**src/rtl/idu_pkg.sv**
```systemverilog
// Shared decode constants: opcodes, ALU / write-back encodings, stage states
// and the control bundle carried from the decoder to the EXU.
package idu_pkg;

   localparam logic [6:0] OPC_LUI    = 7'b0110111;
   localparam logic [6:0] OPC_AUIPC  = 7'b0010111;
   localparam logic [6:0] OPC_JAL    = 7'b1101111;
   localparam logic [6:0] OPC_JALR   = 7'b1100111;
   localparam logic [6:0] OPC_BRANCH = 7'b1100011;
   localparam logic [6:0] OPC_LOAD   = 7'b0000011;
   localparam logic [6:0] OPC_STORE  = 7'b0100011;
   localparam logic [6:0] OPC_OP_IMM = 7'b0010011;
   localparam logic [6:0] OPC_OP     = 7'b0110011;
   localparam logic [6:0] OPC_SYSTEM = 7'b1110011;

   localparam logic [31:0] INST_EBREAK = 32'h0010_0073;

   typedef enum logic [3:0] {
      ALU_ADD  = 4'd0,
      ALU_SUB  = 4'd1,
      ALU_SLL  = 4'd2,
      ALU_SLT  = 4'd3,
      ALU_SLTU = 4'd4,
      ALU_XOR  = 4'd5,
      ALU_SRL  = 4'd6,
      ALU_SRA  = 4'd7,
      ALU_OR   = 4'd8,
      ALU_AND  = 4'd9
   } alu_ctrl_e;

   typedef enum logic [1:0] {
      WB_ALU = 2'd0,
      WB_IMM = 2'd1,
      WB_PC4 = 2'd2,
      WB_MEM = 2'd3
   } wb_sel_e;

   typedef enum logic [1:0] {
      ST_EMPTY = 2'd0,
      ST_FULL  = 2'd1,
      ST_HALT  = 2'd2
   } state_e;

   typedef struct packed {
      logic      reg_write;
      logic      alu_src;
      logic      alu_r1;
      alu_ctrl_e alu_ctrl;
      wb_sel_e   wb_sel;
      logic      is_jal;
      logic      is_jalr;
      logic      is_branch;
      logic      mem_read;
      logic      mem_write;
   } ctrl_t;

   // alt is instruction bit 30 where it selects SUB/SRA, otherwise 0
   function automatic alu_ctrl_e alu_op(input logic [2:0] funct3, input logic alt);
      case (funct3)
         3'd0:    return alt ? ALU_SUB : ALU_ADD;
         3'd1:    return ALU_SLL;
         3'd2:    return ALU_SLT;
         3'd3:    return ALU_SLTU;
         3'd4:    return ALU_XOR;
         3'd5:    return alt ? ALU_SRA : ALU_SRL;
         3'd6:    return ALU_OR;
         default: return ALU_AND;
      endcase
   endfunction

endpackage

```
**src/rtl/idu_decode.sv**
```systemverilog
// Combinational RV32I/RV32E decoder: instruction word to control bundle,
// sign-extended immediate, EBREAK and illegal flags.
module idu_decode
   import idu_pkg::*;
#(
   parameter int XLEN   = 32,
   parameter int NR_REG = 32
) (
   input  logic [31:0]     inst_i,
   output ctrl_t           ctrl_o,
   output logic [XLEN-1:0] imm_o,
   output logic            ebreak_o,
   output logic            illegal_o
);

   logic [6:0]  opcode;
   logic [2:0]  funct3;
   logic [6:0]  funct7;
   logic [31:0] imm32;
   logic        use_rs1, use_rs2, use_rd;

   assign opcode = inst_i[6:0];
   assign funct3 = inst_i[14:12];
   assign funct7 = inst_i[31:25];
   assign imm_o  = XLEN'($signed(imm32));

   always_comb begin
      ctrl_o    = '0;
      imm32     = '0;
      ebreak_o  = 1'b0;
      illegal_o = 1'b0;
      use_rs1   = 1'b0;
      use_rs2   = 1'b0;
      use_rd    = 1'b0;

      case (opcode)
         OPC_LUI: begin
            ctrl_o.reg_write = 1'b1;
            ctrl_o.wb_sel    = WB_IMM;
            imm32            = {inst_i[31:12], 12'b0};
            use_rd           = 1'b1;
         end
         OPC_AUIPC: begin
            ctrl_o.reg_write = 1'b1;
            ctrl_o.alu_r1    = 1'b1;
            ctrl_o.alu_src   = 1'b1;
            imm32            = {inst_i[31:12], 12'b0};
            use_rd           = 1'b1;
         end
         OPC_OP_IMM: begin
            ctrl_o.reg_write = 1'b1;
            ctrl_o.alu_src   = 1'b1;
            ctrl_o.alu_ctrl  = alu_op(funct3, (funct3 == 3'd5) && inst_i[30]);
            imm32            = {{20{inst_i[31]}}, inst_i[31:20]};
            use_rs1          = 1'b1;
            use_rd           = 1'b1;
            if ((funct3 == 3'd1 && funct7 != 7'h00) ||
                (funct3 == 3'd5 && funct7 != 7'h00 && funct7 != 7'h20))
               illegal_o = 1'b1;
         end
         OPC_OP: begin
            ctrl_o.reg_write = 1'b1;
            ctrl_o.alu_ctrl  = alu_op(funct3, inst_i[30]);
            use_rs1          = 1'b1;
            use_rs2          = 1'b1;
            use_rd           = 1'b1;
            if (!(funct7 == 7'h00 || (funct7 == 7'h20 && (funct3 == 3'd0 || funct3 == 3'd5))))
               illegal_o = 1'b1;
         end
         OPC_JAL: begin
            ctrl_o.reg_write = 1'b1;
            ctrl_o.wb_sel    = WB_PC4;
            ctrl_o.alu_src   = 1'b1;
            ctrl_o.alu_r1    = 1'b1;
            ctrl_o.is_jal    = 1'b1;
            imm32 = {{12{inst_i[31]}}, inst_i[19:12], inst_i[20], inst_i[30:21], 1'b0};
            use_rd           = 1'b1;
         end
         OPC_JALR: begin
            ctrl_o.reg_write = 1'b1;
            ctrl_o.wb_sel    = WB_PC4;
            ctrl_o.alu_src   = 1'b1;
            ctrl_o.is_jalr   = 1'b1;
            imm32            = {{20{inst_i[31]}}, inst_i[31:20]};
            use_rs1          = 1'b1;
            use_rd           = 1'b1;
            illegal_o        = (funct3 != 3'd0);
         end
         OPC_BRANCH: begin
            ctrl_o.alu_ctrl  = ALU_SUB;
            ctrl_o.is_branch = 1'b1;
            imm32 = {{20{inst_i[31]}}, inst_i[7], inst_i[30:25], inst_i[11:8], 1'b0};
            use_rs1          = 1'b1;
            use_rs2          = 1'b1;
            illegal_o        = (funct3 == 3'd2) || (funct3 == 3'd3);
         end
         OPC_LOAD: begin
            ctrl_o.reg_write = 1'b1;
            ctrl_o.alu_src   = 1'b1;
            ctrl_o.mem_read  = 1'b1;
            ctrl_o.wb_sel    = WB_MEM;
            imm32            = {{20{inst_i[31]}}, inst_i[31:20]};
            use_rs1          = 1'b1;
            use_rd           = 1'b1;
            illegal_o        = (funct3 == 3'd3) || (funct3 == 3'd6) || (funct3 == 3'd7);
         end
         OPC_STORE: begin
            ctrl_o.alu_src   = 1'b1;
            ctrl_o.mem_write = 1'b1;
            imm32            = {{20{inst_i[31]}}, inst_i[31:25], inst_i[11:7]};
            use_rs1          = 1'b1;
            use_rs2          = 1'b1;
            illegal_o        = (funct3 >= 3'd3);
         end
         OPC_SYSTEM: begin
            ebreak_o  = (inst_i == INST_EBREAK);
            illegal_o = (inst_i != INST_EBREAK);
         end
         default: illegal_o = 1'b1;
      endcase

      // RV32E only has x0..x15, so bit 4 of any field the format reads is out of range
      if (NR_REG == 16 && ((use_rs1 && inst_i[19]) || (use_rs2 && inst_i[24]) ||
                           (use_rd && inst_i[11])))
         illegal_o = 1'b1;

      if (illegal_o || ebreak_o) begin
         ctrl_o.reg_write = 1'b0;
         ctrl_o.mem_read  = 1'b0;
         ctrl_o.mem_write = 1'b0;
         ctrl_o.is_jal    = 1'b0;
         ctrl_o.is_jalr   = 1'b0;
         ctrl_o.is_branch = 1'b0;
      end
   end

endmodule

```
**src/rtl/idu_pipe.sv**
```systemverilog
// Registered decode stage: one-entry valid/ready pipeline around idu_decode,
// sticky halt after an EBREAK/illegal bundle drains, accepted-instruction counter.
module idu_pipe
   import idu_pkg::*;
#(
   parameter int XLEN   = 32,
   parameter int NR_REG = 32,
   parameter int CNT_W  = 32
) (
   input  logic             clk,
   input  logic             rst_n,
   input  logic             in_valid,
   output logic             in_ready,
   input  logic [31:0]      in_inst,
   input  logic [XLEN-1:0]  in_pc,
   output logic             out_valid,
   input  logic             out_ready,
   output logic [XLEN-1:0]  out_pc,
   output logic [XLEN-1:0]  out_imm,
   output logic [4:0]       out_rs1,
   output logic [4:0]       out_rs2,
   output logic [4:0]       out_rd,
   output logic [2:0]       out_funct3,
   output logic             out_reg_write,
   output logic             out_alu_src,
   output logic             out_alu_r1,
   output logic [3:0]       out_alu_ctrl,
   output logic [1:0]       out_wb_sel,
   output logic             out_is_jal,
   output logic             out_is_jalr,
   output logic             out_is_branch,
   output logic             out_mem_read,
   output logic             out_mem_write,
   output logic             out_ebreak,
   output logic             out_illegal,
   output logic             halt,
   output logic [CNT_W-1:0] dec_cnt
);

   state_e            state_q, state_d;
   ctrl_t             ctrl_q, dec_ctrl;
   logic [XLEN-1:0]   pc_q, imm_q, dec_imm;
   logic [4:0]        rs1_q, rs2_q, rd_q;
   logic [2:0]        funct3_q;
   logic              ebreak_q, illegal_q, dec_ebreak, dec_illegal;
   logic [CNT_W-1:0]  cnt_q;
   logic              accept;
   logic              halting;

   idu_decode #(.XLEN(XLEN), .NR_REG(NR_REG)) u_decode (
      .inst_i    (in_inst),
      .ctrl_o    (dec_ctrl),
      .imm_o     (dec_imm),
      .ebreak_o  (dec_ebreak),
      .illegal_o (dec_illegal)
   );

   assign halting = ebreak_q | illegal_q;
   assign accept  = in_valid & in_ready;

   // A held halting bundle blocks intake so nothing ever follows it
   always_comb begin
      state_d  = state_q;
      in_ready = 1'b0;
      case (state_q)
         ST_EMPTY: begin
            in_ready = 1'b1;
            if (in_valid) state_d = ST_FULL;
         end
         ST_FULL: begin
            if (out_ready) begin
               if (halting) begin
                  state_d = ST_HALT;
               end else begin
                  in_ready = 1'b1;
                  state_d  = in_valid ? ST_FULL : ST_EMPTY;
               end
            end
         end
         default: ;
      endcase
   end

   always_ff @(posedge clk or negedge rst_n) begin
      if (!rst_n) state_q <= ST_EMPTY;
      else        state_q <= state_d;
   end

   always_ff @(posedge clk or negedge rst_n) begin
      if (!rst_n) begin
         ctrl_q    <= '0;
         pc_q      <= '0;
         imm_q     <= '0;
         rs1_q     <= '0;
         rs2_q     <= '0;
         rd_q      <= '0;
         funct3_q  <= '0;
         ebreak_q  <= 1'b0;
         illegal_q <= 1'b0;
         cnt_q     <= '0;
      end else if (accept) begin
         ctrl_q    <= dec_ctrl;
         pc_q      <= in_pc;
         imm_q     <= dec_imm;
         rs1_q     <= in_inst[19:15];
         rs2_q     <= in_inst[24:20];
         rd_q      <= in_inst[11:7];
         funct3_q  <= in_inst[14:12];
         ebreak_q  <= dec_ebreak;
         illegal_q <= dec_illegal;
         cnt_q     <= cnt_q + 1'b1;
      end
   end

   assign out_valid     = (state_q == ST_FULL);
   assign halt          = (state_q == ST_HALT);
   assign dec_cnt       = cnt_q;
   assign out_pc        = pc_q;
   assign out_imm       = imm_q;
   assign out_rs1       = rs1_q;
   assign out_rs2       = rs2_q;
   assign out_rd        = rd_q;
   assign out_funct3    = funct3_q;
   assign out_reg_write = ctrl_q.reg_write;
   assign out_alu_src   = ctrl_q.alu_src;
   assign out_alu_r1    = ctrl_q.alu_r1;
   assign out_alu_ctrl  = ctrl_q.alu_ctrl;
   assign out_wb_sel    = ctrl_q.wb_sel;
   assign out_is_jal    = ctrl_q.is_jal;
   assign out_is_jalr   = ctrl_q.is_jalr;
   assign out_is_branch = ctrl_q.is_branch;
   assign out_mem_read  = ctrl_q.mem_read;
   assign out_mem_write = ctrl_q.mem_write;
   assign out_ebreak    = ebreak_q;
   assign out_illegal   = illegal_q;

endmodule

```
**config.mk**
```make
export PLATFORM = sky130hd
export DESIGN_NAME = idu_pipe
export DESIGN_NICKNAME = d
export VERILOG_FILES = /design/src/rtl/idu_pkg.sv /design/src/rtl/idu_decode.sv /design/src/rtl/idu_pipe.sv
export SDC_FILE = /design/constraint.sdc
export NUM_CORES = 1
export LEC_CHECK = 0
export CORE_MARGIN = 2
export CORE_UTILIZATION = 40
export DETAILED_ROUTE_END_ITERATION = 7
export PLACE_DENSITY_LB_ADDON = 0.15
export SYNTH_ARGS = -nofsm -noshare
export SYNTH_HDL_FRONTEND = slang
export SYNTH_SLANG_ARGS = --single-unit
```
**constraint.sdc**
```tcl
create_clock -name clk -period 2.4 [get_ports clk]
set_clock_uncertainty 0.05 [all_clocks]
set_input_delay 0.48 -clock clk [delete_from_list [all_inputs] [get_ports clk]]
set_output_delay 0.48 -clock clk [all_outputs]
set_load 0.01 [all_outputs]
```
==> impl_results.md <==
- Status: finished, final reports clean
- Combined area of all synthesized cells: 0.005911 mm2
- HPWL after DPL: 12.96 mm
- Most frequent standard cell in the layout excluding fill and tap cells: nand2_1
- Number of enable flip-flop cells after synthesis: 0
- Synthesized Nets: a little over 700
- Share of flip-flops with an asynchronous set or reset after synthesis: 100.0%
- FF+latch count, synth: 132
- Class of the tightest hold or removal check: flip-flop to flip-flop
- Final Cell Area: around 0.0092 mm2
- Maximum fanout encountered on the critical timing path: 5
- Synth Instances: 641
- Switching power share of the total: 27.98%
- Core box area: 0.01448 mm2
- Worst Path Arrival: roughly 2.5 ns
- Antenna violations before repair: 0
- Critical Path Sink Type: flip-flop
- Pin count of the biggest net entering global routing: 82
- Max-cap violations: 0
- Remaining global-route overflow: 0
- Antenna diode instance count: 0
- Post-Synthesis Mean Instance Area: 9.221 um2
- Layout-stage area growth over the synthesis result: 55.14%
- Total CTS buffers: 17
- Final routed DRC violation total: 0
- Number of cells in the design after placement: between 1,000 and 1,500
- Pins over their slew limit: 0
- Number of fillers in the final layout: 1,203
- Post-route total power: 8.306 mW
- Maximum root-to-sink buffer count: 2
- Combined global-route utilization of all metal layers: 22.85%
- Number of detailed-route iterations in the first pass: 5
- Clock tree root driver cell: clkbuf_16
- TritonCTS clock tree: yes
- Number of nets still failing antenna checks after routing: 0
- Type of origin of the critical path: primary input
- Leak Pwr: 4.247 nW
- Standard-cell row count: 44
- Pwr per Cell Area: 905.7 mW/mm2
- Final routed wire length divided by cell count: 16.14 um
- Final net count: around 960
- Delay contributed by the slowest stage of the critical path: 0.49 ns
- Standard cell with the maximum stage delay on the critical path: clkdlybuf4s50_1
- Number of top-level pins: 201
- Register share of total power: between 30% and 40%
- Main synth FF type: dfrtp_1
- Final setup fails: 0
- Highest ir drop seen on vdd: 611.9 uV
- Compound-cell area share of the yosys netlist: 9.632%
- Starting density of the core: 40.82%
- Critical path, cell by cell: clkdlybuf4s50_1 -> nor4b_4 -> buf_4 -> buf_4 -> buf_4 -> o2111ai_4 -> nor4_4 -> nand3_1 -> xnor2_1
- Transition time of the tightest slew-check pin: around 0.52 ns
- CP top delay family: buffers and inverters
- DP Area: 0.008523 mm2
- Number of buffers and inverters on the critical path: 4
- Internal cell power: about 6 mW
- Achievable clock frequency: 451.1 MHz
- Routed WL: 17.50 mm
- Final cycle utilization of the critical path: 92.37%
- Net switching power figure: 2.324 mW
- CP required: 2.65 ns
- Later-pin clock latency in the skew report: 0.42 ns
- Parity-gate share of the synthesized area counting xor and xnor cells: 4.742%
- Synthesized-area fraction occupied by and/or/nand/nor cells: between 20% and 30%
- Unrepaired setup endpoints after global routing: no
- Leading cell types in the layout, fill and taps excluded: 223 x nand2_1, 198 x clkdlybuf4s50_1, 131 x dfrtp_1
- Port Buffers: 200
- Via count of the first global-routing pass: 5,661
- Fraction of power consumed by combinational cells: 29.1%
- Fin util: a little under two thirds
- Adder and majority gate portion of the synthesized area: 0.2117%
- Critical Path Most Common Cell: buf_4
- Clock-pin slew of the registers on the worst-case setup and hold paths: ~0.060 ns
- Sequential-to-total area share from yosys stat: ~56%
- Number of unique standard cell types used by synthesis: 59
- Largest family of logic cells by synthesized area: simple AND/OR/NAND/NOR gates
- Drt first-iter violations: about 250
- Count of non-filler cells in the finished layout: between 1,000 and 1,500
- Portion of netlist area occupied by mux cells: 0.5292%
- Worst slew margin: 65.48%
- Proportion of power drawn by the clock network: 32.5%
- Die Outline Area: 0.01577 mm2
- Hold violation total from the final report: 0
- Layout cells sized above 1: 12.56%
- Routability congestion estimate from global placement: 0.8463
- Global-route wire length before repair: 28.72 mm
- Number of vias per cell after detailed routing: 5.045
- Yosys warnings: 0
- Total via count after detailed routing: roughly 5,500
- Chip height: 125.6 um
- H-tree Lvls: 4
- Final critical path time including I/O delays and setup: 2.217 ns
- Number of sinks driven by the clock tree: 132
- Die W: 125.6 um
- Setup CP Type: primary input to flip-flop
worst min-delay path, stage by stage, from the launching register on:
cell and delay (ns):
dfrtp_1 0.34, nand2_1 0.05, nand2_1 0.04
layout make-up:
class / instances / area, um2 / share of cell area, %
clock buffer: 22 / 494.2 / 5.390
clock inverter: 8 / 123.9 / 1.351
inverter: 11 / 41.29 / 0.4503
multi-input combinational: 466 / 2447 / 26.69
sequential: 132 / 3304 / 36.03
tap: 184 / 230.2 / 2.511
timing repair buffer: 261 / 2529 / 27.58
power groups by stage:
stage	sequential, mW	combinational, mW	clock, mW
6_report	3.19	2.41	2.70
4_1_cts	3.20	2.45	2.75
2_1_floorplan	3.47	0.547	0
5_1_grt	3.28	2.63	2.84
3_3_place_gp	3.19	2.40	0
3_5_place_dp	3.22	2.43	0
through the flow:
stage	worst slack, ns	hold slack [ns]	TNS [ns]
3_3_place_gp	-0.03638	0.4047	-0.1880
2_1_floorplan	0.4647	0.1344	0
4_1_cts	0.001379	0.4173	0
5_1_grt	0.04946	0.4399	0
6_report	0.1830	0.4102	0
3_5_place_dp	-0.1043	0.4049	-0.8841
cell families (layout without fill, tap and decap cells):
family                     count (synthesis)  after routing
muxes                                      3              3
DFF                                      132            132
buffers and inverters                     43            302
AOI/OAI and AO/OA                         88             88
and+or+nand+nor                          342            342
xor gates and xnor gates                  32             32
adders and majority gates                  1              1
metal layers:
| layer | GRT usage [%] | part of all wire, % | routed length (um) | vias to the layer above |
|---|---|---|---|---|
| met3 | 7.873 | 8.0 | 1395 | 14 |
| li1 | - | - | - | 2624 |
| met2 | 38.25 | 50 | 8755 | 180 |
| met1 | 27.94 | 41 | 7154 | 2651 |
| met4 | 6.928 | 1.1 | 190 | 0 |
| met5 | 0 | 0 | 0 | - |
registers in the layout, summed over array words and instances, names as in the netlist:
signal,cells
out_funct3,3
out_ebreak,1
out_illegal,1
out_is_branch,1
out_imm,32
out_mem_read,1
out_reg_write,1
out_rs1,5
out_pc,32
out_alu_src,1
out_mem_write,1
state_q,2
out_rd,5
out_rs2,5
out_is_jal,1
out_alu_r1,1
out_alu_ctrl,4
out_wb_sel,2
out_is_jalr,1
dec_cnt,32
cell usage after synthesis (all sizes together) (9+ instances only):
library cell / instances / area [um2]
nand2: 224 / 840.8
dfrtp: 132 / 3303
nor2: 35 / 131.4
o21ai: 28 / 140.1
a21oi: 27 / 135.1
nand3: 27 / 140.1
clkbuf: 20 / 75.07
xnor2: 20 / 175.2
buf: 12 / 52.55
xor2: 12 / 105.1
inv: 11 / 41.29
nor3: 11 / 60.06
and3: 9 / 61.31
path summary, 6_finish.rpt:
check	slack, ns	from	cells after the start	to
setup / recovery	0.18	out_ready	9	dec_cnt[29]$_DFFE_PN0P_
hold / removal	0.41	out_imm[8]$_DFFE_PN0P_	2	out_imm[8]$_DFFE_PN0P_
setup reg to reg	0.21	state_q[1]$_DFFE_PN0P_	8	dec_cnt[29]$_DFFE_PN0P_
hold reg to reg	0.41	out_imm[8]$_DFFE_PN0P_	2	out_imm[8]$_DFFE_PN0P_
max in group asynchronous	1.14	rst_n	3	out_imm[15]$_DFFE_PN0P_
min in group asynchronous	0.56	rst_n	2	dec_cnt[19]$_DFFE_PN0P_
timing repair:
| action | 4_1_cts | 5_1_grt |
|---|---|---|
| gates resized for setup | 1 | 1 |
| endpoints found under the setup margin | 1 | 1 |
| hold endpoints to repair | 24 | 0 |
| hold buffers | 1 | 0 |
| buffers inserted | 1 | 1 |
| pin swaps | 0 | 0 |
No activity file was read; power rests on OpenSTA's default activity.
